==> config.mk <==
export PLATFORM = sky130hd
export DESIGN_NAME = dtree_walker
export DESIGN_NICKNAME = d
export VERILOG_FILES = /design/src/rtl/dtree_pkg.sv /design/src/rtl/dtree_mac.sv /design/src/rtl/dtree_walker.sv
export SDC_FILE = /design/constraint.sdc
export NUM_CORES = 1
export LEC_CHECK = 0
export BUFFER_PORTS_ARGS = -buffer_cell sky130_fd_sc_hd__clkbuf_2
export CORE_MARGIN = 2
export CORE_UTILIZATION = 55
export DETAILED_ROUTE_END_ITERATION = 12
export PLACE_DENSITY = 0.81
export SETUP_SLACK_MARGIN = 0.4
export SLEW_MARGIN = 20
export SYNTH_ARGS = -nofsm -noshare
export SYNTH_HDL_FRONTEND = slang
export SYNTH_SLANG_ARGS = --single-unit
==> constraint.sdc <==
create_clock -name clk -period 5.98 [get_ports clk]
set_input_delay 1.196 -clock clk [delete_from_list [all_inputs] [get_ports clk]]
set_output_delay 1.196 -clock clk [all_outputs]
set_load 0.02 [all_outputs]
==> src/rtl/dtree_pkg.sv <==
// Shared definitions for the decision-tree walker.
//   - Node-word field layout helpers (bias, packed coefficients, onehot,
//     child-present bits), LSB first.
//   - Accumulator width helper for the serial MAC.
//   - Walker FSM state encoding.
package dtree_pkg;

  // The bias always occupies the bottom of the node word.
  localparam int BIAS_LSB = 0;

  // Packed coefficients follow the bias, lowest-index unmarked feature first.
  function automatic int c_lsb(input int bias_w);
    return BIAS_LSB + bias_w;
  endfunction

  // Onehot marks the single feature whose coefficient is exactly +1.
  function automatic int onehot_lsb(input int bias_w, input int features, input int coeff_w);
    return c_lsb(bias_w) + (features - 1) * coeff_w;
  endfunction

  function automatic int left_bit(input int bias_w, input int features, input int coeff_w);
    return onehot_lsb(bias_w, features, coeff_w) + features;
  endfunction

  function automatic int right_bit(input int bias_w, input int features, input int coeff_w);
    return left_bit(bias_w, features, coeff_w) + 1;
  endfunction

  // Wide enough that bias plus FEATURES products can never overflow.
  function automatic int acc_w(input int sample_w, input int coeff_w, input int bias_w,
                               input int features);
    int prod_w;
    prod_w = sample_w + coeff_w;
    return ((prod_w > bias_w) ? prod_w : bias_w) + $clog2(features) + 1;
  endfunction

  typedef enum logic [2:0] {
    ST_IDLE,
    ST_FETCH,
    ST_LATCH,
    ST_MAC,
    ST_DECIDE,
    ST_DONE
  } state_t;

endpackage

==> src/rtl/dtree_mac.sv <==
// Serial signed multiply-accumulate for one tree-node split.
//   clk, reset     : clock, synchronous active-high reset
//   clear          : zero the accumulator
//   load_bias      : acc <= sign-extended bias
//   step           : acc <= acc + coeff * sample
//   bias/sample/coeff : signed operands
//   acc            : signed running sum
module dtree_mac #(
  parameter int SAMPLE_W = 8,
  parameter int COEFF_W  = 4,
  parameter int BIAS_W   = 10,
  parameter int ACC_W    = 15
) (
  input  logic                       clk,
  input  logic                       reset,
  input  logic                       clear,
  input  logic                       load_bias,
  input  logic signed [BIAS_W-1:0]   bias,
  input  logic                       step,
  input  logic signed [SAMPLE_W-1:0] sample,
  input  logic signed [COEFF_W-1:0]  coeff,
  output logic signed [ACC_W-1:0]    acc
);

  localparam int PW = SAMPLE_W + COEFF_W;

  // Operands are sign-extended to the full product width before multiplying.
  logic signed [PW-1:0] prod;
  assign prod = PW'(sample) * PW'(coeff);

  // NOTE: sequential state uses non-blocking assignments so every register
  // samples pre-edge values regardless of block evaluation order.
  always_ff @(posedge clk) begin
    if (reset || clear) begin
      acc <= '0;
    end else if (load_bias) begin
      acc <= ACC_W'(bias);
    end else if (step) begin
      acc <= acc + ACC_W'(prod);
    end
  end

endmodule

==> src/rtl/dtree_walker.sv <==
// Decision-tree walker for spike-sorting classification.
// Arbitrates a single-port node memory between host configuration writes
// and tree walks; walks a heap-indexed tree one node at a time, evaluating
// each signed linear split with a serial MAC, and reports the heap index of
// the absent child reached.
//   clk, reset                   : clock, synchronous active-high reset
//   in_valid/in_ready/in_x       : feature-vector handshake
//   out_valid/out_ready/out_class: result handshake (class = heap index)
//   cfg_valid/cfg_ready/cfg_addr/cfg_data : host node-word writes
//   mem_ce/mem_we/mem_a/mem_d/mem_q       : node memory port (1-cycle read)
module dtree_walker #(
  parameter int WORDS           = 8,
  parameter int FEATURES        = 3,
  parameter int COEFF_BIT_DEPTH = 4,
  parameter int BIAS_BIT_DEPTH  = 10,
  parameter int SAMPLE_W        = 8,
  parameter int DEPTH           = 24
) (
  input  logic                           clk,
  input  logic                           reset,
  input  logic                           in_valid,
  output logic                           in_ready,
  input  logic [FEATURES*SAMPLE_W-1:0]   in_x,
  output logic                           out_valid,
  input  logic                           out_ready,
  output logic [$clog2(2*WORDS+1)-1:0]   out_class,
  input  logic                           cfg_valid,
  output logic                           cfg_ready,
  input  logic [$clog2(WORDS)-1:0]       cfg_addr,
  input  logic [DEPTH-1:0]               cfg_data,
  output logic                           mem_ce,
  output logic                           mem_we,
  output logic [$clog2(WORDS)-1:0]       mem_a,
  output logic [DEPTH-1:0]               mem_d,
  input  logic [DEPTH-1:0]               mem_q
);

  import dtree_pkg::*;

  localparam int AW         = $clog2(WORDS);
  localparam int CLS_W      = $clog2(2*WORDS+1);
  localparam int K_W        = $clog2(FEATURES+1);
  localparam int NCOEF      = FEATURES - 1;
  localparam int ACC_W      = acc_w(SAMPLE_W, COEFF_BIT_DEPTH, BIAS_BIT_DEPTH, FEATURES);
  localparam int C_LSB      = c_lsb(BIAS_BIT_DEPTH);
  localparam int ONEHOT_LSB = onehot_lsb(BIAS_BIT_DEPTH, FEATURES, COEFF_BIT_DEPTH);
  localparam int LEFT_BIT   = left_bit(BIAS_BIT_DEPTH, FEATURES, COEFF_BIT_DEPTH);
  localparam int RIGHT_BIT  = right_bit(BIAS_BIT_DEPTH, FEATURES, COEFF_BIT_DEPTH);

  state_t state, state_nx;

  logic [FEATURES-1:0][SAMPLE_W-1:0]     x_q;
  logic [AW-1:0]                         node;
  logic [NCOEF-1:0][COEFF_BIT_DEPTH-1:0] coeffs_q;
  logic [FEATURES-1:0]                   onehot_q;
  logic                                  left_q, right_q;
  logic [K_W-1:0]                        k;     // feature being accumulated
  logic [K_W-1:0]                        cidx;  // next packed coefficient to use
  logic [CLS_W-1:0]                      out_class_q;

  logic                              accept;
  logic                              mac_load, mac_step;
  logic signed [ACC_W-1:0]           acc;
  logic signed [SAMPLE_W-1:0]        sample;
  logic signed [COEFF_BIT_DEPTH-1:0] coeff_sel;
  logic                              marked;
  logic                              acc_neg;
  logic [CLS_W-1:0]                  child;
  logic                              child_ok;

  // Word bits above the right-present flag carry no information.
  if (DEPTH > RIGHT_BIT + 1) begin : g_msbs
    logic unused_msbs;
    assign unused_msbs = ^mem_q[DEPTH-1:RIGHT_BIT+1];
  end

  // Feature/coefficient steering for the current MAC step. A marked feature
  // uses +1; unmarked features consume packed coefficients in order. With a
  // malformed onehot the coefficient run can overrun, which contributes 0.
  always_comb begin
    sample    = '0;
    marked    = 1'b0;
    coeff_sel = '0;
    for (int j = 0; j < FEATURES; j++) begin
      if (k == K_W'(j)) begin
        sample = x_q[j];
        marked = onehot_q[j];
      end
    end
    if (marked) begin
      coeff_sel = COEFF_BIT_DEPTH'(1);
    end else begin
      for (int j = 0; j < NCOEF; j++) begin
        if (cidx == K_W'(j)) coeff_sel = coeffs_q[j];
      end
    end
  end

  // Heap child: 2n+1 on a negative sum, 2n+2 otherwise. A child past the
  // end of memory is treated as absent even if its present bit is set.
  assign acc_neg  = acc[ACC_W-1];
  assign child    = (CLS_W'(node) << 1) + (acc_neg ? CLS_W'(1) : CLS_W'(2));
  assign child_ok = (acc_neg ? left_q : right_q) && (child < CLS_W'(WORDS));

  assign accept    = (state == ST_IDLE) && !reset && !cfg_valid && in_valid;
  assign out_class = out_class_q;

  always_ff @(posedge clk) begin
    if (reset) state <= ST_IDLE;
    else       state <= state_nx;
  end

  // NOTE: every output of this block gets a default before the case so no
  // path leaves a signal unassigned and no latch is inferred.
  always_comb begin
    state_nx  = state;
    in_ready  = 1'b0;
    out_valid = 1'b0;
    cfg_ready = 1'b0;
    mem_ce    = 1'b0;
    mem_we    = 1'b0;
    mem_a     = '0;
    mem_d     = '0;
    mac_load  = 1'b0;
    mac_step  = 1'b0;
    case (state)
      ST_IDLE: begin
        if (cfg_valid) begin
          cfg_ready = 1'b1;
          mem_ce    = 1'b1;
          mem_we    = 1'b1;
          mem_a     = cfg_addr;
          mem_d     = cfg_data;
        end else begin
          in_ready = 1'b1;
          if (in_valid) state_nx = ST_FETCH;
        end
      end
      ST_FETCH: begin
        mem_ce   = 1'b1;
        mem_a    = node;
        state_nx = ST_LATCH;
      end
      ST_LATCH: begin
        mac_load = 1'b1;
        state_nx = ST_MAC;
      end
      ST_MAC: begin
        mac_step = 1'b1;
        if (k == K_W'(FEATURES - 1)) state_nx = ST_DECIDE;
      end
      ST_DECIDE: state_nx = child_ok ? ST_FETCH : ST_DONE;
      ST_DONE: begin
        out_valid = 1'b1;
        if (out_ready) state_nx = ST_IDLE;
      end
      default: state_nx = ST_IDLE;
    endcase
    // Nothing is written or accepted while reset is held.
    if (reset) begin
      in_ready  = 1'b0;
      out_valid = 1'b0;
      cfg_ready = 1'b0;
      mem_ce    = 1'b0;
      mem_we    = 1'b0;
      mem_a     = '0;
      mem_d     = '0;
    end
  end

  always_ff @(posedge clk) begin
    if (reset) begin
      x_q         <= '0;
      node        <= '0;
      coeffs_q    <= '0;
      onehot_q    <= '0;
      left_q      <= 1'b0;
      right_q     <= 1'b0;
      k           <= '0;
      cidx        <= '0;
      out_class_q <= '0;
    end else begin
      case (state)
        ST_IDLE: begin
          if (accept) begin
            x_q  <= in_x;
            node <= '0;
          end
        end
        ST_LATCH: begin
          coeffs_q <= mem_q[C_LSB +: NCOEF*COEFF_BIT_DEPTH];
          onehot_q <= mem_q[ONEHOT_LSB +: FEATURES];
          left_q   <= mem_q[LEFT_BIT];
          right_q  <= mem_q[RIGHT_BIT];
          k        <= '0;
          cidx     <= '0;
        end
        ST_MAC: begin
          k <= k + 1'b1;
          if (!marked) cidx <= cidx + 1'b1;
        end
        ST_DECIDE: begin
          if (child_ok) node <= child[AW-1:0];
          else          out_class_q <= child;
        end
        default: ;
      endcase
    end
  end

  dtree_mac #(
    .SAMPLE_W (SAMPLE_W),
    .COEFF_W  (COEFF_BIT_DEPTH),
    .BIAS_W   (BIAS_BIT_DEPTH),
    .ACC_W    (ACC_W)
  ) u_mac (
    .clk       (clk),
    .reset     (reset),
    .clear     (accept),
    .load_bias (mac_load),
    .bias      (mem_q[BIAS_LSB +: BIAS_BIT_DEPTH]),
    .step      (mac_step),
    .sample    (sample),
    .coeff     (coeff_sel),
    .acc       (acc)
  );

endmodule

==> impl_results.md, run 1 <==
* Avg WL per Cell at 13.4 um
* Status: finished, final reports clean
* Critical-path top delay cell: fa_1
* Top cells by area, synth: dfxtp_1, fa_1, ha_1
* Top routing layer used: met4
* Number of remaining DRC errors at 0
* Share of layout cells above drive strength 1 at 19.5%
* CP max stage delay at 0.58 ns
* Postcts setup bufs at 0
* Post-synthesis register bit count at 67
* Achievable frequency at 197 MHz
* Netlist cell types at 59
* DR iter-0 viols at 189
* Relative slew slack at 35.3%
* Final Hold Slack at 0.456 ns
* Final Instance Area at 5980 um2
* Leak pwr at 0.00274 uW
* CP Capture Type: flip-flop
* Top-count cell post-synth: nand2_1
* Max IR drop VDD at 148 uV
* Largest area contributor in the netlist: dfxtp_1
* Total chip power at 1340 uW
* Worst Tran Pin Value at 0.967 ns
* Crit share post-route at 85.0%
* Flop2flop setup slack at 0.90 ns
* Core ar. at 9200 um2
* Arrival @ worst endpoint at 5.31 ns
* RSZ-0062 raised after global routing: false
* CTS tree: built
* Number of vias per cell at 5.29
* Synth Instances at 666
* HP Class: reg -> reg
* Longest Clk Path Bufs at 2
* Pre-Repair DR Iteration Count at 7
* Synth top area share at 25.8%
* Final TNS setup at 0 ns
* Crit path capture: u_mac.acc[13]$_SDFFE_PP0P_
* H-tree depth at 3
* YS warnings at 0
* Metal-1 WL at 5330 um
* Initial Utilization at 56.4%
* DRT antenna net count at 0
* I/O Pins at 117
* Most common library cells after synthesis: nand2_1, nor2_1, inv_1, a21oi_1, dfxtp_1
* Final setup viols at 0
* CP startpoint: k[1]$_SDFFE_PP0P_
* Critical hold path startpoint: left_q$_SDFFE_PP0P_
* Ys async rst share at 0%
* Clk_skew at 0.0201 ns
* Post-Syn Area per Cell at 7.79 um2
* Critical-path cell list: inv_1, ha_2, a21oi_1, a21oi_4, nand2b_1, nor2_1, ha_1, fa_1, inv_1, fa_1, inv_1, ha_1, a2111oi_0, nand2_1, a21oi_1, a221oi_1, xnor2_1, o22ai_1
* N_diodes at 0
* Worst r2r dst: u_mac.acc[13]$_SDFFE_PP0P_
* Post-Syn Area at 5190 um2
* DP Wirelength at 9030 um
* Critical Path RT at 6.21 ns
* Die height at 101 um
* First-pass GRT wire length at 19,600 um
* Reg clk slew, reported paths at 0.08 ns
* Row cnt at 35
* Worst Reg-to-Reg Cells at 18
* RD Place Congestion at 0.857
* Port buffer count at 115
* Post-DP Area at 5760 um2
* Max-Cap Viols at 0
* Clock sinks at 67
* Syn_nets at 816
* Ys flop type: dfxtp_1
* CTS Buf Count at 9
* Maximum number of pins on one net before global-route repair at 58
* Worst Path Max Fanout at 18
* Met3 wire length at 478 um
* Final wirelength at 11,800 um
* CTS root buf: clkbuf_8
* GRT overflow at 0
* Vias in the first global route at 4,437
* Die X at 101 um
* Tmin final at 5.08 ns
* Power per cell area at 225 nW/um2
* Fin. Hold Viols at 0
* P&R area growth vs syn at 15.2%
* Worst-Skew Late Latency at 0.36 ns
* Post-synth EDFFs at 0
* Antenna violations before repair at 0
* Setup CP Type: reg -> reg
* Nets at 909
* Area of the die at 10,200 um2
* Final Slew Violations at 0
* Sequential cell area fraction in the yosys report at 25.8%
* Most frequent cell on the critical path: inv_1
* Metal2 WL at 5900 um
* Startpoint types: flip-flop
* Total Routing Usage GR at 23.5%
* Worst r2r src: k[1]$_SDFFE_PP0P_
* DR vias at 4,633
[kinds of logic after synthesis]
family,share of synthesized area (%)
adder cells (fa/ha/maj),21.5
XOR/XNOR,2.34
multiplexers,2.51
AO/OA/AOI/OAI,15.9
flip-flops,25.8
AND/OR/NAND/NOR,23.5
buffers and inverters,8.37
[final cells by class]
type	count	area [um2]
multi-input cells	492	3420
inverters	70	263
fillers	792	3220
clock buffers	11	151
flip-flops and latches	67	1340
clock inverters	5	60.1
repair buffers	119	606
well taps	111	139
[registers in the layout, indices dropped and copies added, names as in the netlist]
name / flops
state: 3
k: 2
coeffs_q: 8
left_q: 1
node: 3
out_class: 5
onehot_q: 3
right_q: 1
x_q: 24
u_mac.acc: 15
cidx: 2
[per-stage QoR]
step / util, % / cells / setup WS, ns
final: 65.0 / 875 / 0.897
after CTS: 65.0 / 875 / 0.711
after detailed placement: 62.7 / 859 / 0.741
after global routing: 65.0 / 875 / 0.420
after global placement: 62.7 / 859 / 0.832
after floorplan: - / 666 / 1.38
[routing by layer]
layer | vias up | GRT usage (%)
li1 | 2357 | -
met1 | 2174 | 31.7
met2 | 95 | 40.8
met3 | 7 | 3.17
met4 | 0 | 4.78
met5 | - | 0
[critical path, delay by kind of cell (launching register included)]
kind	cells	cell delay [ns]
and+or+nand+nor	3	0.75
DFF	1	0.36
AOI/OAI and AO/OA	6	1.28
adders and majority gates	5	2.16
xor gates and xnor gates	1	0.23
buffers and inverters	3	0.17
[how the worst min path moves through the flow]
stage / depth (start not counted) / slack [ns] / end
after global placement: 2 / 0.44 / x_q[23]$_SDFFE_PP0P_
after CTS: 2 / 0.46 / x_q[23]$_SDFFE_PP0P_
after floorplan: 2 / 0.43 / x_q[23]$_SDFFE_PP0P_
final: 2 / 0.46 / left_q$_SDFFE_PP0P_
after detailed placement: 2 / 0.44 / x_q[23]$_SDFFE_PP0P_
after global routing: 2 / 0.48 / coeffs_q[1]$_SDFFE_PP0P_
[cell usage in the layout, fill, tap and decap left out, drive strengths merged, types with 2 or more instances in the layout]
| cell type | synthesis | layout |
|---|---|---|
| xor2 | 2 | 2 |
| clkinv | 0 | 2 |
| o22ai | 5 | 5 |
| fa | 32 | 32 |
| a22oi | 3 | 3 |
| a21o | 2 | 2 |
| nand2b | 12 | 12 |
| mux2i | 13 | 13 |
| and2 | 25 | 25 |
| xnor2 | 11 | 11 |
| nor4 | 3 | 3 |
| o31ai | 3 | 3 |
| a32oi | 2 | 2 |
| buf | 23 | 4 |
| a211oi | 7 | 7 |
| o21ai | 16 | 16 |
| o2111ai | 3 | 3 |
| nand2 | 110 | 110 |
| clkbuf | 14 | 126 |
| ha | 38 | 38 |
| a31oi | 3 | 3 |
| a311oi | 2 | 2 |
| nor2b | 8 | 8 |
| a21boi | 3 | 3 |
| o21a | 7 | 7 |
| nor2 | 75 | 75 |
| or3 | 5 | 5 |
| and3 | 2 | 2 |
| inv | 70 | 71 |
| nor3 | 15 | 15 |
| a21oi | 70 | 70 |
| nand3b | 3 | 3 |
| dfxtp | 67 | 67 |
[timing repair]
action / in CTS / in global routing
hold endpoints to repair: 0 / 0
setup endpoints to repair: 0 / 6
hold buffers: 0 / 0
resized for setup: 0 / 1
[where the power goes]
part | internal (uW) | total, uW | switching, uW
clock | 217 | 406 | 190
combinational | 168 | 432 | 264
sequential | 480 | 504 | 24.6
Power figures use the tool's default switching activity.
==> run 2: changes to the inputs <==
- ABC_AREA: not set -> 1
- CORE_UTILIZATION: 55 -> 50
- PLACE_DENSITY: 0.81 -> 0.78
- clock period: 5.98 -> 4.5 ns (I/O delays scaled with it)
==> run 2 against run 1 <==
Effect of this change:
- register-to-register slack got worse by 0.79 ns
- synthesized area fell by 1.0%
- combinational power increased to 4.7 times the previous value
- clock skew is 0.0012 ns lower
- power grew to 2.6 times the previous value
- global-route usage grew 2.1 points
- sequential cell count is the same
- maximum frequency is 16% higher
- sequential share of layout area is 3.4 points lower
- final cell count rose by 19%
- clock power up 35%
- die area is 8.5% higher
- highest routed layer unchanged
==> impl_results.md, run 2 <==
* Switching portion of total power at 47.7% (+12 points)
* Area of the multi-input gates at 3750 um2 (+9.7%)
* CTS root buf: clkbuf_8
* Clk_skew at 0.0189 ns (-0.00122 ns)
* DP Wirelength at 9370 um (+3.7%)
* Final Slew Violations at 0 (unchanged)
* Startpoint types: flip-flop
* Number of vias per cell at 5.23 (-1.3%)
* Fin. Hold Viols at 0 (unchanged)
* Power per cell area at 488 nW/um2 (+120%)
* P&R area growth vs syn at 37.2%
* Sequential cell area fraction in the yosys report at 26.1% (+0.27 points)
* Logic pwr share at 59.7% (+27 points)
* Critical-path top delay cell: fa_1
* Core Util, Final at 71.4% (+6.5 points)
* CTS tree: built
* Synth Instances at 755 (+13%)
* Number of remaining DRC errors at 0 (unchanged)
* Worst Tran Pin Value at 0.920 ns (-0.0475 ns)
* Grt met1 use at 32.7% (+1.1 points)
* Total chip power at 3440 uW (+160%)
* Initial Utilization at 52.1% (-4.4 points)
* Gr busiest metal: met2
* Sw power at 1640 uW (+240%)
* Reg clk slew, reported paths at 0.10 ns (+0.02 ns)
* HP Class: reg -> reg
* Top flop regs: x_q: 24 flops, u_mac.acc: 15 flops, coeffs_q: 8 flops
* Area of the die at 11,100 um2 (+8.5%)
* Clock sinks at 67 (unchanged)
* RD Place Congestion at 0.886 (+3.4%)
* Share of layout cells above drive strength 1 at 32.9% (+13 points)
* First-pass GRT wire length at 23,100 um (+18%)
* Ys flop type: dfxtp_1
* Achievable frequency at 228 MHz (+16%)
* Relative slew slack at 38.6% (+3.3 points)
* Top-count cell post-synth: nor2_1
* Setup CP Type: reg -> reg
* Post-Syn Area at 5140 um2 (-1.0%)
* Row cnt at 36 (+2.9%)
* Hold-fix buffers at CTS at 0 (unchanged)
* Post-Syn Area per Cell at 6.80 um2 (-13%)
* Syn_nets at 905 (+11%)
* Pre-Repair DR Iteration Count at 5 (-2)
* Reg power frac at 24.4% (-13 points)
* Final worst slack at 0.109 ns (-0.789 ns)
* Netlist cell types at 34 (-42%)
* Maximum number of pins on one net before global-route repair at 46 (-21%)
* Buf+Inv Stages, Crit Path at 8 (+5)
* DR vias at 5,445 (+18%)
* Status: finished, final reports clean
* N_diodes at 0 (unchanged)
* Top cells by area, synth: dfxtp_1, fa_1, nor2_1
* Antenna violations before repair at 0 (unchanged)
* Vias in the first global route at 5,025 (+13%)
* Met3 Use GR at 4.76% (+1.6 points)
* Nets at 1,054 (+16%)
* RSZ-0062 raised after global routing: true
* Biggest register: x_q
* Tmin final at 4.39 ns (-0.691 ns)
* Post-Layout Cell Count at 1,042 (+19%)
* GRT overflow at 0 (unchanged)
* CP Capture Type: flip-flop
* Arrival @ worst endpoint at 4.69 ns (-0.62 ns)
* Max-Cap Viols at 0 (unchanged)
* Storage cell area at 1340 um2 (+0.19%)
* Most frequent cells in the layout: nor2_1, inv_1, clkbuf_2, nand2_1, dfxtp_1
* Post-synth EDFFs at 0 (unchanged)
* Max reg flops at 24 (unchanged)
* CP max stage delay at 0.56 ns (-0.02 ns)
* Core ar. at 9860 um2 (+7.3%)
* Final wirelength at 15,000 um (+27%)
* Crit share post-route at 97.6% (+13 points)
* Total Routing Usage GR at 25.7% (+2.1 points)
* H-tree depth at 3 (unchanged)
* Longest Clk Path Bufs at 2 (unchanged)
* Worst-Skew Late Latency at 0.37 ns (about the same)
* Max IR drop VDD at 369 uV (+150%)
* Post-synthesis register bit count at 67 (unchanged)
* GR Util met2 at 42.9% (+2.1 points)
* I/O Pins at 117 (unchanged)
* CTS Buf Count at 9 (unchanged)
* Most common cell after layout, fill and taps aside: nor2_1
* Final setup viols at 0 (unchanged)
* Port buffer count at 115 (unchanged)
* Critical Path RT at 4.80 ns (-1.41 ns)
* Leak pwr at 0.00353 uW (+29%)
* Fill cells at 683 (-14%)
* Die height at 105 um (+4.2%)
* Family with the most delay on the worst path: adder cells
* Critical-path cell list: inv_4, ha_4, clkinvlp_4, buf_4, buf_4, o22ai_4, inv_2, nor2_4, fa_1, fa_1, inv_1, fa_1, inv_2, ha_4, nand2_2, o21ai_4, inv_2, o21ai_1, nand2_1, nand3_1, nand3_2, a21oi_2
* Cells after DPL at 998 (+16%)
* Cell-internal power at 1800 uW (+110%)
* Final TNS setup at 0 ns (unchanged)
* Synth top area share at 26.1% (+0.27 points)
* Pre-CTS setup slack at -0.0138 ns (-0.755 ns)
* Largest area contributor in the netlist: dfxtp_1
* YS warnings at 0 (unchanged)
* Worst Path Max Fanout at 7 (-11)
* DRT antenna net count at 0 (unchanged)
* Clk pwr share at 16.0% (-14 points)
* Die X at 105 um (+4.2%)
* DR iter-0 viols at 410 (+120%)
* Ys async rst share at 0% (unchanged)
* Most common library cells after synthesis: nor2_1, inv_1, nand2_1, dfxtp_1, o21ai_0
* Avg WL per Cell at 14.4 um (+6.9%)
[run 2: repair_timing]
| item | 4_1_cts | 5_1_grt |
|---|---|---|
| setup endpoints to repair | 10 | 12 |
| pin swaps | 62 | 25 |
| resized for setup | 123 | 27 |
| setup buffers | 17 | 11 |
[run 2: layout make-up]
| class | count | area share, % |
|---|---|---|
| clock buffers | 10 | 1.95 |
| clock inverters | 6 | 1.03 |
| inverters | 144 | 7.97 |
| multi-input cells | 520 | 53.2 |
| flip-flops and latches | 67 | 19.1 |
| well taps | 133 | 2.36 |
| repair buffers | 162 | 14.5 |
[run 2: cells by family (layout without fill, tap and decap cells)]
group / count (synthesis) / count (layout) / synth area share, %
and+or+nand+nor: 314 / 314 / 24.8
DFF: 67 / 67 / 26.1
AOI/OAI and AO/OA: 131 / 131 / 13.5
xor gates and xnor gates: 5 / 5 / 0.853
buffers and inverters: 168 / 322 / 13.0
adders and majority gates: 70 / 70 / 21.7
[run 2: worst register-to-register path, delay by kind of cell, from the launching register on]
family | cells | cell delay (ns)
buffers and inverters | 8 | 0.83
adder cells (fa/ha/maj) | 5 | 1.95
AND/OR/NAND/NOR | 5 | 0.51
flip-flops | 1 | 0.35
AO/OA/AOI/OAI | 4 | 0.65
[run 2: stage by stage]
stage          instance area, um2  hold slack [ns]
2_1_floorplan                5170            0.429
3_3_place_gp                 5940            0.443
3_5_place_dp                 5940            0.454
4_1_cts                      6840            0.466
5_1_grt                      7050            0.495
6_report                     7050            0.466
[run 2: routing by layer]
metal | part of all wire (%) | up-vias
li1 | - | 2631
met2 | 48 | 281
met4 | 2.5 | 0
met1 | 42 | 2492
met3 | 8.2 | 41
met5 | 0 | -
[run 2: power groups by stage]
stage               Clock [uW]  Combinational, uW  Sequential (uW)
floorplan                    0               1110              818
global placement             0               1470              833
detailed placement           0               1500              836
CTS                        543               1870              831
global route               576               2260              856
finish                     550               2050              838
[run 2: worst paths after layout]
check / to / slack [ns] / depth (start not counted) / start
min reg2reg: cidx[1]$_SDFFE_PP0P_ / 0.47 / 2 / cidx[1]$_SDFFE_PP0P_
max: u_mac.acc[8]$_SDFFE_PP0P_ / 0.11 / 22 / k[0]$_SDFFE_PP0P_
max reg2reg: u_mac.acc[8]$_SDFFE_PP0P_ / 0.11 / 22 / k[0]$_SDFFE_PP0P_
min: cidx[1]$_SDFFE_PP0P_ / 0.47 / 2 / cidx[1]$_SDFFE_PP0P_
